[config.mk]
export PLATFORM = sky130hd
export DESIGN_NAME = syscall_unit
export DESIGN_NICKNAME = d
export VERILOG_FILES = /design/src/rtl/syscall_unit.sv
export SDC_FILE = /design/constraint.sdc
export NUM_CORES = 1
export LEC_CHECK = 0
export ABC_AREA = 1
export CORE_MARGIN = 3
export CORE_UTILIZATION = 47
export CTS_BUF_LIST = sky130_fd_sc_hd__clkbuf_4 sky130_fd_sc_hd__clkbuf_8
export CTS_CLUSTER_SIZE = 12
export DETAILED_ROUTE_END_ITERATION = 10
export GPL_ROUTABILITY_DRIVEN = 1
export GPL_TIMING_DRIVEN = 0
export PLACE_DENSITY_LB_ADDON = 0.15
export SLEW_MARGIN = 20
export SYNTH_ARGS = -nofsm -noshare
export SYNTH_HDL_FRONTEND = slang
export SYNTH_SLANG_ARGS = --single-unit
[constraint.sdc]
create_clock -name clk -period 3.15 [get_ports clk]
set_input_delay 0.315 -clock clk [delete_from_list [all_inputs] [get_ports clk]]
set_output_delay 0.315 -clock clk [all_outputs]
set_load 0.03 [all_outputs]
[src/rtl/syscall_unit.sv]
// syscall_unit: syscall decoder with output FIFO, Hex register, ordered halt; optional SYSCALL_COUNT_EN accepted-syscall counter
module syscall_unit #(
  parameter int DATA_W = 32,
  parameter int FIFO_DEPTH = 4,
  parameter logic [31:0] HALT_CODE = 32'd10
) (
  input  logic              clk,
  input  logic              rst,
  input  logic              Enable,
  input  logic [31:0]       v0,
  input  logic [DATA_W-1:0] a0,
  output logic              Stall,
  output logic              Halt,
  output logic [DATA_W-1:0] Hex,
  output logic              out_valid,
  input  logic              out_ready,
  output logic              out_kind,
  output logic [DATA_W-1:0] out_data,
  output logic              Err,
  output logic [31:0]       SyscallCount
);
  localparam int AW = $clog2(FIFO_DEPTH);
  typedef enum logic [1:0] {RUN, DRAIN, HALTED} state_t;
  state_t state, state_n;
  logic [DATA_W-1:0] mem_data [FIFO_DEPTH];
  logic mem_kind [FIFO_DEPTH];
  logic [AW-1:0] wp, rp;
  logic [AW:0] count, count_n;
  logic is_int, is_chr, is_hex, is_exit, is_bad, full, acc, push, pop;
  always_comb begin
    is_int = v0 == 32'd1;
    is_chr = v0 == 32'd11;
    is_hex = v0 == 32'd34;
    is_exit = v0 == HALT_CODE;
    is_bad = !(is_int || is_chr || is_hex || is_exit);
    full = count == (AW+1)'(FIFO_DEPTH);
    Stall = state == RUN ? Enable & (is_int | is_chr) & full : Enable;
    acc = Enable & !Stall & (state == RUN);
    push = acc & (is_int | is_chr);
    pop = out_valid & out_ready;
    count_n = count + (AW+1)'(push) - (AW+1)'(pop);
    state_n = state == RUN && acc && is_exit ? (count_n != '0 ? DRAIN : HALTED) :
              state == DRAIN && pop && count == (AW+1)'(1) ? HALTED : state;
  end
  assign out_valid = count != '0;
  assign out_data = mem_data[rp];
  assign out_kind = mem_kind[rp];
  always_ff @(posedge clk) begin
    if (push) begin
      mem_data[wp] <= is_chr ? {{(DATA_W-8){1'b0}}, a0[7:0]} : a0;
      mem_kind[wp] <= is_chr;
    end
  end
  always_ff @(posedge clk) begin
    if (rst) begin
      state <= RUN;
      wp <= '0;
      rp <= '0;
      count <= '0;
      Halt <= 1'b0;
      Hex <= '0;
      Err <= 1'b0;
    end else begin
      state <= state_n;
      wp <= push ? wp + 1'b1 : wp;
      rp <= pop ? rp + 1'b1 : rp;
      count <= count_n;
      Halt <= Halt | (state_n == HALTED);
      Hex <= acc && is_hex ? a0 : Hex;
      Err <= Err | (acc & is_bad);
    end
  end
`ifdef SYSCALL_COUNT_EN
  logic [31:0] cnt;
  always_ff @(posedge clk) cnt <= rst ? '0 : cnt + {31'd0, acc};
  assign SyscallCount = cnt;
`else
  assign SyscallCount = '0;
`endif
endmodule

==> flow_summary_export.csv <==
group,metric,value,unit
clock_network,clock_latency,0.45,ns
synth,synthFlopType,"edfxtp_1",
power,vdd.ir_drop.worst,0.454,mV
synth,ys_ff_latch,177,
placed_design,dp.cells,1068,
route,drt_pass1_iterations,6,
synth,ys_seq_area_frac,0.659,
floorplan,ioPinCount,169,
floorplan,rows,45,
synth,postSynthAreaPerCell,10.8,um2
timing,slew_violations,0,
floorplan,dieArea,17200,um2
route,wl_per_cell,16.5,um
clock_network,cts.sinks,177,
synth,synth.largest_area_cell,"edfxtp_1",
power,seqPwrFrac,0.450,
global_routing,grt-ovfl-total,0,
synth,synthArstFlopShare,0,
setup_path,crit_chain,"clkdlybuf4s50_1, nor2_1, nand2_1, nor2_1, nand3_1, nor2_2, nand2_4, ha_1, inv_1, ha_1, fa_1, xor2_1, inv_1, nand3_1, o21ai_0, nand3_1, nand2_1",
finish,syn_to_final_growth,31.0,%
setup_path,critPathKind,"primary input to flop",
power,p_int,3.85,mW
global_routing,grt_util_all_layers,0.210,
setup_path,max_stage_delay,0.43,ns
status,status,"finished, final reports clean",
timing,finalClockSkew,0.0133,ns
timing,layout_setup_ws,0.177,ns
floorplan,die_y,131,um
setup_path,worstPathMaxFanout,9,
finish,final_util,0.634,
placed_design,post-place-ws,-0.542,ns
synth,yosys_warnings,0,
synth,synthesis.area,7380,um2
floorplan,core,15300,um2
clock_network,clockBufferDepth,2,
finish,drive_above_1_share,0.118,
setup_path,slowest_stage,"clkdlybuf4s50_1",
power,power.share.switching,0.322,
power,p_comb_frac,0.279,
placed_design,dpl.hpwl,13100,um
clock_network,cts_hold_buffers,0,
synth,synth_edf_count,132,
synth,yosysUniqueCellTypes,31,
clock_network,cts_root_buffer,"clkbuf_8",
hold_path,hp-class,"flop to flop",
route,viasPerCell,5.08,
clock_network,clk_pin_slew,0.09,ns
timing,setup_violations,0,
timing,tns,0,ns
synth,synth_commonest_cells,"132 x edfxtp_1, 132 x nor2_1, 69 x o21ai_0",
power,powerDensity,588,nW/um2
route,drt_wl_total,18200,um
timing,rsz0062_at_grt,"no",
synth,syn_inst,686,
synth,post-synth-top-area-fraction,0.537,
floorplan,die_w,131,um
timing,fmax,336,MHz
timing,timing.final.crit_share,0.944,
timing,hold_violations,0,
timing,worst_pin_slew,0.590,ns
global_routing,grt_pass1_vias,5449,
placed_design,gp_congestion,0.859,
global_routing,grt_max_degree,23,
power,switchingPower,1.83,mW
finish,nNetsFinal,952,
route,num_vias,5596,
setup_path,start_kind,"primary input",
setup_path,path_common_cell,"nand3_1",
finish,fin_cells,1101,
finish,diodes,0,
clock_network,numCtsBuffers,17,
floorplan,initial_core_util,0.484,
setup_path,required,3.56,ns
placed_design,placement.io_buffers,136,
global_routing,grt_pass1_wl,28300,um
global_routing,antenna_found_initial,0,
clock_network,cts_tree,"done",
synth,synth.area.top_cells,"edfxtp_1 54%, dfxtp_1 12%, nor2_1 6.7%",
route,detail-route-antenna-nets,0,
setup_path,cp.arrival,3.38,ns
run,cap_violations,0,
timing,min_period,2.97,ns
clock_network,h-tree-depth,4,
power,finalPower,5.69,mW
timing,max_slew_margin,0.606,
power,p_leak,3.59,nW
route,drcViolationCount,0,
route,drt_iter0_drc,361,
power,pwr-share-clk,0.271,
setup_path,endpoint_kind,"flop",
-- sequential cells by signal, summed over array words and instances (netlist names), named ones only --
name and flops:
mem_data 128, Hex 32, mem_kind 4, count 3, rp 2, state 2
wp 2, Err 1, Halt 1
-- power groups by stage --
stage | clock network, mW | registers [mW] | logic, mW
detailed placement | 0 | 2.61 | 1.58
finish | 1.54 | 2.56 | 1.58
global route | 1.66 | 2.56 | 1.71
global placement | 0 | 2.61 | 1.55
floorplan | 0 | 2.60 | 0.936
CTS | 1.55 | 2.56 | 1.59
-- per-layer routing --
layer / track usage / part of all wire / vias up
met5: 0 / 0 / -
met4: 0.0566 / 0.012 / 0
met3: 0.0666 / 0.084 / 24
met2: 0.362 / 0.50 / 233
met1: 0.257 / 0.40 / 2668
li1: - / - / 2671
-- per-stage QoR --
stage                     area [um2]  hold WS [ns]
after floorplan                 7500         0.414
after global placement          9120         0.445
after detailed placement        9250         0.449
after CTS                       9650         0.456
after global routing            9670         0.454
final                           9670         0.461
-- final cells by class --
type,count,area [um2]
plain buffers,67,447
clock buffers,19,262
clock inverters,13,131
fillers,1247,5590
inverters,50,188
multi-input cells,423,2050
flip-flops and latches,177,4860
well taps,211,264
repair buffers,141,1460
-- final timing paths --
path	start	end	slack (ns)	cells after the start
max reg2reg	count[1]	Halt	0.32	17
max	v0[15]	Halt	0.18	17
min reg2reg	Halt	Halt	0.46	2
min	Halt	Halt	0.46	2
-- timing repair --
action / CTS / global route
buffers inserted: 0 / 1
resized for setup: 8 / 7
pin swaps: 0 / 1
setup endpoints to repair: 17 / 20
-- worst max-delay path: cells and delay by family --
kind / cells / cell delay [ns]
adder cells (fa/ha/maj): 3 / 0.86
XOR/XNOR: 1 / 0.17
AO/OA/AOI/OAI: 1 / 0.25
buffers and inverters: 3 / 0.55
AND/OR/NAND/NOR: 9 / 1.23
-- placed cells by master (no fill, tap or decap), types with 2 or more instances in the layout --
master / instances
conb_1: 32
inv_4: 2
buf_16: 2
nand3_2: 2
clkdlybuf4s50_1: 136
o21ai_0: 69
buf_12: 2
buf_2: 2
nor2_1: 127
clkbuf_1: 14
clkbuf_8: 19
inv_1: 50
nand2_1: 59
clkinv_2: 5
clkbuf_2: 10
nor3_1: 2
nor2_4: 5
o22ai_1: 33
nand4_1: 3
bufinv_16: 2
nand2_4: 2
a21oi_1: 37
inv_6: 2
nand3_1: 34
ha_1: 6
edfxtp_1: 132
dfxtp_1: 45
buf_6: 7
buf_4: 35
nor2_2: 3
-- cells by family after synthesis --
logic type               after synthesis  synth area share
AND/OR/NAND/NOR                      241             0.139
flip-flops                           177             0.659
AO/OA/AOI/OAI                        141             0.102
buffers and inverters                117            0.0843
adder cells (fa/ha/maj)                7            0.0129
XOR/XNOR                               2           0.00237
other                                  1          0.000508
(Power assumes the default switching activity.)
